## config.mk

```make
export PLATFORM = sky130hd
export DESIGN_NAME = core_inst_seq
export DESIGN_NICKNAME = d
export VERILOG_FILES = /design/src/rtl/core_inst_pkg.sv /design/src/rtl/core_inst_pack.sv /design/src/rtl/core_inst_seq.sv
export SDC_FILE = /design/constraint.sdc
export NUM_CORES = 1
export LEC_CHECK = 0
export BUFFER_PORTS_ARGS = -buffer_cell sky130_fd_sc_hd__clkbuf_2
export CORE_MARGIN = 3
export CORE_UTILIZATION = 50
export DETAILED_ROUTE_END_ITERATION = 7
export PLACE_DENSITY = 0.74
export REMOVE_ABC_BUFFERS = 1
export SYNTH_ARGS = -nofsm -noshare
export SYNTH_HDL_FRONTEND = slang
export SYNTH_SLANG_ARGS = --single-unit
```

## constraint.sdc

```tcl
create_clock -name clk -period 2.8 [get_ports clk]
set_input_delay 0.28 -clock clk [delete_from_list [all_inputs] [get_ports clk]]
set_output_delay 0.28 -clock clk [all_outputs]
set_load 0.05 [all_outputs]
```

## src/rtl/core_inst_pkg.sv

```systemverilog
`default_nettype none
// ============================================================================
// Module      : core_inst_pkg
// Description : Instruction-word field positions, IDLE word and sequencer
//               state encoding shared by the core instruction sequencer.
// Revision    : 1.0 - initial release
// ============================================================================
package core_inst_pkg;

    localparam int INST_W     = 34;
    localparam int A_FIELD_W  = 11;

    localparam int B_ACC      = 33;
    localparam int B_CEN_P    = 32;
    localparam int B_WEN_P    = 31;
    localparam int B_AP_LSB   = 20;
    localparam int B_CEN_X    = 19;
    localparam int B_WEN_X    = 18;
    localparam int B_AX_LSB   = 7;
    localparam int B_OFIFO_RD = 6;
    localparam int B_SEL      = 4;
    localparam int B_L0_RD    = 3;
    localparam int B_L0_WR    = 2;
    localparam int B_EXEC     = 1;
    localparam int B_LOAD     = 0;

    // Both SRAMs deselected and write-disabled, everything else quiet.
    localparam logic [INST_W-1:0] IDLE_WORD = 34'h1800C0000;

    typedef enum logic [3:0] {
        S_IDLE  = 4'd0,
        S_WLD   = 4'd1,
        S_WPUSH = 4'd2,
        S_ALD   = 4'd3,
        S_EXEC  = 4'd4,
        S_DRAIN = 4'd5,
        S_NEXT  = 4'd6,
        S_FIN   = 4'd7,
        S_ERR   = 4'd8
    } state_t;

endpackage
`default_nettype wire

```

## src/rtl/core_inst_pack.sv

```systemverilog
`default_nettype none
// ============================================================================
// Module      : core_inst_pack
// Description : Combinational assembly of the 34-bit core instruction word
//               from named fields.
// Revision    : 1.0 - initial release
// ============================================================================
module core_inst_pack
    import core_inst_pkg::*;
(
    input  logic                 acc,
    input  logic                 pmem_cen,
    input  logic                 pmem_wen,
    input  logic [A_FIELD_W-1:0] pmem_addr,
    input  logic                 xmem_cen,
    input  logic                 xmem_wen,
    input  logic [A_FIELD_W-1:0] xmem_addr,
    input  logic                 ofifo_rd,
    input  logic                 sel,
    input  logic                 l0_rd,
    input  logic                 l0_wr,
    input  logic                 execute,
    input  logic                 load,
    output logic [INST_W-1:0]    inst
);

    always_comb begin
        inst                           = '0;
        inst[B_ACC]                    = acc;
        inst[B_CEN_P]                  = pmem_cen;
        inst[B_WEN_P]                  = pmem_wen;
        inst[B_AP_LSB +: A_FIELD_W]    = pmem_addr;
        inst[B_CEN_X]                  = xmem_cen;
        inst[B_WEN_X]                  = xmem_wen;
        inst[B_AX_LSB +: A_FIELD_W]    = xmem_addr;
        inst[B_OFIFO_RD]               = ofifo_rd;
        inst[B_SEL]                    = sel;
        inst[B_L0_RD]                  = l0_rd;
        inst[B_L0_WR]                  = l0_wr;
        inst[B_EXEC]                   = execute;
        inst[B_LOAD]                   = load;
    end

endmodule
`default_nettype wire

```

## src/rtl/core_inst_seq.sv

```systemverilog
`default_nettype none
// ============================================================================
// Module      : core_inst_seq
// Description : Walks every kernel position through weight load/push,
//               activation load, execute and psum drain, emitting a
//               registered core instruction word each cycle.
//               Optional drain watchdog: SEQ_DRAIN_TIMEOUT_EN.
// Revision    : 1.0 - initial release
// ============================================================================
module core_inst_seq
    import core_inst_pkg::*;
#(
    parameter int ROW    = 2,
    parameter int COL    = 2,
    parameter int ADDR_W = 11,
    parameter int KIJ_W  = 4
) (
    input  logic              clk,
    input  logic              reset,
    input  logic              start,
    input  logic [KIJ_W-1:0]  num_kij,
    input  logic [ADDR_W-1:0] num_nij,
    input  logic [ADDR_W-1:0] w_base,
    input  logic [ADDR_W-1:0] x_base,
    input  logic [ADDR_W-1:0] p_base,
    input  logic              mode_in,
    input  logic              ofifo_valid,
    output logic [INST_W-1:0] inst,
    output logic              mode,
    output logic              sel,
    output logic              busy,
`ifdef SEQ_DRAIN_TIMEOUT_EN
    output logic              err,
`endif
    output logic              done
);

    state_t              state_q, state_d;
    logic [KIJ_W-1:0]    k_q, k_d, kij_q, kij_d;
    logic [ADDR_W-1:0]   i_q, i_d, d_q, d_d;
    logic [ADDR_W-1:0]   nij_q, nij_d, w_base_q, w_base_d;
    logic [ADDR_W-1:0]   x_base_q, x_base_d, p_base_q, p_base_d;
    logic                sel_q, sel_d, busy_q, busy_d, done_q, done_d;
    logic                mode_q, mode_d, xrd_q, xrd_d;
    logic [INST_W-1:0]   inst_q, inst_d;
    logic [KIJ_W:0]      w_k_next;
    logic [ADDR_W-1:0]   w_waddr;
`ifdef SEQ_DRAIN_TIMEOUT_EN
    logic [7:0]          wd_q, wd_d;
    logic                err_q, err_d;
`endif

    logic                 w_acc, w_pcen, w_pwen, w_xcen, w_xwen;
    logic                 w_ofrd, w_sel, w_l0rd, w_l0wr, w_exec, w_load;
    logic [A_FIELD_W-1:0] w_paddr, w_xaddr;

    assign w_k_next = {1'b0, k_q} + (KIJ_W+1)'(1);
    assign w_waddr  = w_base_q + ADDR_W'(k_q) * ADDR_W'(ROW) + i_q;

    always_comb begin
        state_d  = state_q;
        k_d      = k_q;
        kij_d    = kij_q;
        i_d      = i_q;
        d_d      = d_q;
        nij_d    = nij_q;
        w_base_d = w_base_q;
        x_base_d = x_base_q;
        p_base_d = p_base_q;
        sel_d    = sel_q;
        busy_d   = busy_q;
        done_d   = 1'b0;
        mode_d   = mode_q;
        xrd_d    = 1'b0;
`ifdef SEQ_DRAIN_TIMEOUT_EN
        wd_d     = '0;
`endif
        w_acc    = 1'b0;
        w_pcen   = 1'b1;
        w_pwen   = 1'b1;
        w_paddr  = '0;
        w_xcen   = 1'b1;
        w_xwen   = 1'b1;
        w_xaddr  = '0;
        w_ofrd   = 1'b0;
        w_sel    = 1'b0;
        w_l0rd   = 1'b0;
        // L0 write trails each xmem read by one cycle (SRAM read latency)
        w_l0wr   = xrd_q;
        w_exec   = 1'b0;
        w_load   = 1'b0;

        case (state_q)
            S_IDLE: begin
                if (start) begin
                    kij_d    = num_kij;
                    nij_d    = num_nij;
                    w_base_d = w_base;
                    x_base_d = x_base;
                    p_base_d = p_base;
                    mode_d   = mode_in;
                    k_d      = '0;
                    i_d      = '0;
                    d_d      = '0;
                    sel_d    = 1'b0;
                    busy_d   = 1'b1;
                    state_d  = (num_kij == '0 || num_nij == '0) ? S_FIN : S_WLD;
                end
            end
            S_WLD: begin
                w_xcen  = 1'b0;
                w_xaddr = A_FIELD_W'(w_waddr);
                w_sel   = sel_q;
                xrd_d   = 1'b1;
                if (i_q == ADDR_W'(ROW - 1)) begin
                    i_d     = '0;
                    state_d = S_WPUSH;
                end else begin
                    i_d = i_q + 1'b1;
                end
            end
            S_WPUSH: begin
                w_l0rd = 1'b1;
                w_load = 1'b1;
                w_sel  = sel_q;
                if (i_q == ADDR_W'(ROW + COL - 1)) begin
                    i_d     = '0;
                    state_d = S_ALD;
                end else begin
                    i_d = i_q + 1'b1;
                end
            end
            S_ALD: begin
                w_xcen  = 1'b0;
                w_xaddr = A_FIELD_W'(x_base_q + i_q);
                w_sel   = sel_q;
                xrd_d   = 1'b1;
                if (i_q == nij_q - 1'b1) begin
                    i_d     = '0;
                    state_d = S_EXEC;
                end else begin
                    i_d = i_q + 1'b1;
                end
            end
            S_EXEC: begin
                w_l0rd = 1'b1;
                w_exec = 1'b1;
                w_sel  = sel_q;
                if (i_q == nij_q - 1'b1) begin
                    i_d     = '0;
                    d_d     = '0;
                    state_d = S_DRAIN;
                end else begin
                    i_d = i_q + 1'b1;
                end
            end
            S_DRAIN: begin
                w_sel   = sel_q;
                w_paddr = inst_q[B_AP_LSB +: A_FIELD_W];
                if (d_q == nij_q) begin
                    state_d = S_NEXT;
                end else if (ofifo_valid) begin
                    w_ofrd  = 1'b1;
                    w_pcen  = 1'b0;
                    w_pwen  = 1'b0;
                    w_paddr = A_FIELD_W'(p_base_q + d_q);
                    w_acc   = (k_q != '0);
                    d_d     = d_q + 1'b1;
                end else begin
`ifdef SEQ_DRAIN_TIMEOUT_EN
                    wd_d = wd_q + 8'd1;
                    if (wd_d == 8'hFF) begin
                        state_d = S_ERR;
                    end
`endif
                end
            end
            S_NEXT: begin
                sel_d   = ~sel_q;
                k_d     = k_q + 1'b1;
                state_d = (w_k_next < {1'b0, kij_q}) ? S_WLD : S_FIN;
            end
            S_FIN: begin
                done_d  = 1'b1;
                busy_d  = 1'b0;
                state_d = S_IDLE;
            end
`ifdef SEQ_DRAIN_TIMEOUT_EN
            S_ERR: begin
                state_d = S_ERR;
            end
`endif
            default: begin
                state_d = S_IDLE;
            end
        endcase

`ifdef SEQ_DRAIN_TIMEOUT_EN
        err_d = err_q | (state_d == S_ERR);
`endif
    end

    core_inst_pack u_pack (
        .acc       (w_acc),
        .pmem_cen  (w_pcen),
        .pmem_wen  (w_pwen),
        .pmem_addr (w_paddr),
        .xmem_cen  (w_xcen),
        .xmem_wen  (w_xwen),
        .xmem_addr (w_xaddr),
        .ofifo_rd  (w_ofrd),
        .sel       (w_sel),
        .l0_rd     (w_l0rd),
        .l0_wr     (w_l0wr),
        .execute   (w_exec),
        .load      (w_load),
        .inst      (inst_d)
    );

    always_ff @(posedge clk) begin
        if (reset) begin
            state_q  <= S_IDLE;
            k_q      <= '0;
            kij_q    <= '0;
            i_q      <= '0;
            d_q      <= '0;
            nij_q    <= '0;
            w_base_q <= '0;
            x_base_q <= '0;
            p_base_q <= '0;
            sel_q    <= 1'b0;
            busy_q   <= 1'b0;
            done_q   <= 1'b0;
            mode_q   <= 1'b0;
            xrd_q    <= 1'b0;
            inst_q   <= IDLE_WORD;
`ifdef SEQ_DRAIN_TIMEOUT_EN
            wd_q     <= '0;
            err_q    <= 1'b0;
`endif
        end else begin
            state_q  <= state_d;
            k_q      <= k_d;
            kij_q    <= kij_d;
            i_q      <= i_d;
            d_q      <= d_d;
            nij_q    <= nij_d;
            w_base_q <= w_base_d;
            x_base_q <= x_base_d;
            p_base_q <= p_base_d;
            sel_q    <= sel_d;
            busy_q   <= busy_d;
            done_q   <= done_d;
            mode_q   <= mode_d;
            xrd_q    <= xrd_d;
            inst_q   <= inst_d;
`ifdef SEQ_DRAIN_TIMEOUT_EN
            wd_q     <= wd_d;
            err_q    <= err_d;
`endif
        end
    end

    assign inst = inst_q;
    assign mode = mode_q;
    assign sel  = sel_q;
    assign busy = busy_q;
    assign done = done_q;
`ifdef SEQ_DRAIN_TIMEOUT_EN
    assign err  = err_q;
`endif

endmodule
`default_nettype wire

```

==> flow_summary.json <==
{
  "start_util": 0.5125,
  "diodes": 0,
  "overflow": 0,
  "postSynthCellCount": 797,
  "grt_pass1_vias": 5362,
  "power.density_nw_per_um2": 762.1,
  "area_growth_pct": 19.02,
  "setup_slack_ps": 114.1,
  "grt_util_all_layers": 0.2178,
  "fmax_mhz": 372.3,
  "clk_latency_ps": 420,
  "drive_gt1_frac": 0.1855,
  "ys.flop_type": "dfxtp_1",
  "gp_congestion": 0.8362,
  "r2r_start": "w_base_q[2]",
  "fin_crit_sh": 0.9593,
  "pre_cts_slack_ps": -17.09,
  "synth_seq_cells": 113,
  "irDropWorstVdd_v": 0.0004714,
  "fin_cells": 1067,
  "cts-htree-levels": 4,
  "synthTopCellsByArea": "dfxtp_1, ha_1, nand2_1, a21oi_1, xnor2_1",
  "crit_required_ps": 3110,
  "start_kind": "flip-flop",
  "cp_data_arrival_time_ps": 2990,
  "regArea_um2": 2263,
  "clk_pin_slew_ps": 50,
  "hold_buffers": 0,
  "critPathLaunch": "w_base_q[2]",
  "holdCritPathClass": "in2reg",
  "port_buffers": 88,
  "synth_warnings": 0,
  "hp-start": "w_base[4]",
  "nets": 988,
  "pin_count": 91,
  "avgSynthCellArea_um2": 8.148,
  "synth_edf_count": 0,
  "routedWlPerCell_um": 14.29,
  "ant_nets": 0,
  "ys_seq_area_frac": 0.3484,
  "slew_viol_final": 0,
  "critPathKind": "reg2reg",
  "cap_violations": 0,
  "async_flop_share": 0,
  "status": "finished, final reports clean",
  "yosys.area.top_type_share": 0.3484,
  "r2r_cells": 11,
  "grt_max_degree": 54,
  "cts_root_buf": "clkbuf_16",
  "clock_skew_ps": 6.549,
  "numCtsBuffers": 17,
  "drt-initial-drc-count": 297,
  "die_y_um": 120.0,
  "synthesis.area_um2": 6494,
  "antenna_found_initial": 0,
  "drc": 0,
  "holdPathStages": 3,
  "fin_crit_ps": 2686,
  "finalHoldViolations": 0,
  "ys_types": 66,
  "numClockSinks": 113,
  "worstSetupEndpointType": "flip-flop",
  "dpl.hpwl_um": 10980,
  "dpl.cell_count": 1034,
  "slew_headroom": 0.5410,
  "row_count": 41,
  "leakagePower_nw": 3.532,
  "tightest_slew_ps": 687.5,
  "wirelength_um": 15250,
  "path_max_fanout": 2,
  "cts_buffer_depth": 2,
  "fp.dieW_um": 120.0,
  "core_area_um2": 12670,
  "cts_tree": "built",
  "num-fill-cells": 1118,
  "vias": 5755,
  "drtPass1Iterations": 7,
  "viasPerCell": 5.394,
  "die_area_um2": 14390,
  "finalSetupViolCount": 0,
  "grt_pass1_wl_um": 25200,
  "multi_input_area_um2": 3975,
  "yosys.area.top_type": "dfxtp_1"
}
==> worst paths after layout <==
kind | end | slack (ps)
worst min-delay path | w_base_q[4] | 80
worst min register to register | inst[2] | 440
worst max-delay path | inst[17] | 110
worst max register to register | inst[17] | 110
==> per-layer routing <==
layer,track usage,up-vias,routed length (um)
li1,-,2931,-
met1,0.2737,2660,6842
met2,0.3590,139,7408
met3,0.04995,25,637
met4,0.09234,0,363
met5,0,-,0
==> flip-flops by register name, indices dropped and copies added, names as in the netlist <==
signal / cells
w_l0wr: 1
kij_q: 4
x_base_q: 11
i_q: 11
sel: 1
k_q: 4
busy: 1
d_q: 11
inst: 31
p_base_q: 11
mode: 1
done: 1
state_q: 3
nij_q: 11
w_base_q: 11
==> synth_stat cells (7+ instances only) <==
cell type  instances
a211oi_1           9
a21o_1            15
a21oi_1           89
and3_1            10
clkbuf_1          31
dfxtp_1          113
fa_1               7
ha_1              44
inv_1             24
mux2i_1           10
nand2_1          134
nand3_1           17
nor2_1            69
nor2b_1           12
nor3_1            22
nor4_1             9
o21ai_0           20
xnor2_1           30
xor2_1            26
==> stage by stage <==
stage / hold slack [ps] / setup TNS [ps] / cell area, um^2 / power (mW) / util
floorplan: 346.2 / -51690 / 6297 / 3.339 / -
global placement: 427.0 / 0 / 7123 / 3.824 / 0.5622
detailed placement: 433.9 / -17.09 / 7123 / 3.848 / 0.5622
CTS: 66.90 / 0 / 7687 / 5.899 / 0.6067
global route: 83.28 / -29.54 / 7729 / 6.258 / 0.6100
finish: 82.45 / 0 / 7729 / 5.890 / 0.6100
==> cell type report <==
class	instances	share of cell area
multi-input cells	615	0.5143
flip-flops and latches	113	0.2929
repair buffers	113	0.08127
clock buffers	24	0.06492
well taps	172	0.02785
inverters	24	0.01166
clock inverters	6	0.007123
==> cells in the final DEF (no fill, tap or decap), types with 5 or more instances in the layout <==
master	n
clkinv_2	5
dfxtp_1	112
nand2_1	134
o21ai_0	19
nor3_1	21
o31ai_1	6
buf_4	25
nand3_1	17
fa_1	7
clkbuf_2	88
a31oi_1	6
and3_1	10
a21o_1	15
or3_1	5
clkbuf_8	5
a21oi_1	85
nor4_1	9
ha_1	43
mux2i_1	10
inv_1	24
a211oi_1	9
xor2_1	26
xnor2_1	30
clkbuf_16	17
nor2b_1	12
nor2_1	69
==> power breakdown <==
group	total [mW]	internal [mW]	switching [mW]	leakage, nW
clock	2.03	1.32	0.716	0.281
combinational	1.89	0.730	1.16	2.33
sequential	1.97	1.79	0.176	0.920
total	5.89	3.84	2.05	3.53
==> worst max-delay path, cell delays in order, from the launching register on <==
cell       delay [ps]
dfxtp_1           330
fa_1              550
ha_1              330
a21o_1            190
a21oi_2           170
nor2b_1            70
o21a_1            200
o41ai_2           200
buf_4             170
o21ai_0           110
xnor2_1           150
o2bb2ai_1         130
==> cell families after synthesis <==
family / Yosys count / synth area share
fa+ha+maj: 51 / 0.1064
xor+xnor: 57 / 0.07900
flops: 113 / 0.3484
simple gates: 308 / 0.2189
mux: 13 / 0.02119
other cells: 2 / 0.001157
compound gates: 184 / 0.1809
buf+inv: 69 / 0.04412
==> what timing repair did <==
action                                  4_1_cts  5_1_grt
resized for setup                             2        6
pin swaps                                     0        6
hold endpoints to repair                      0        0
endpoints found under the setup margin        2        6
setup buffers                                 0        3
Note: power is estimated with default switching activity, not from simulation.
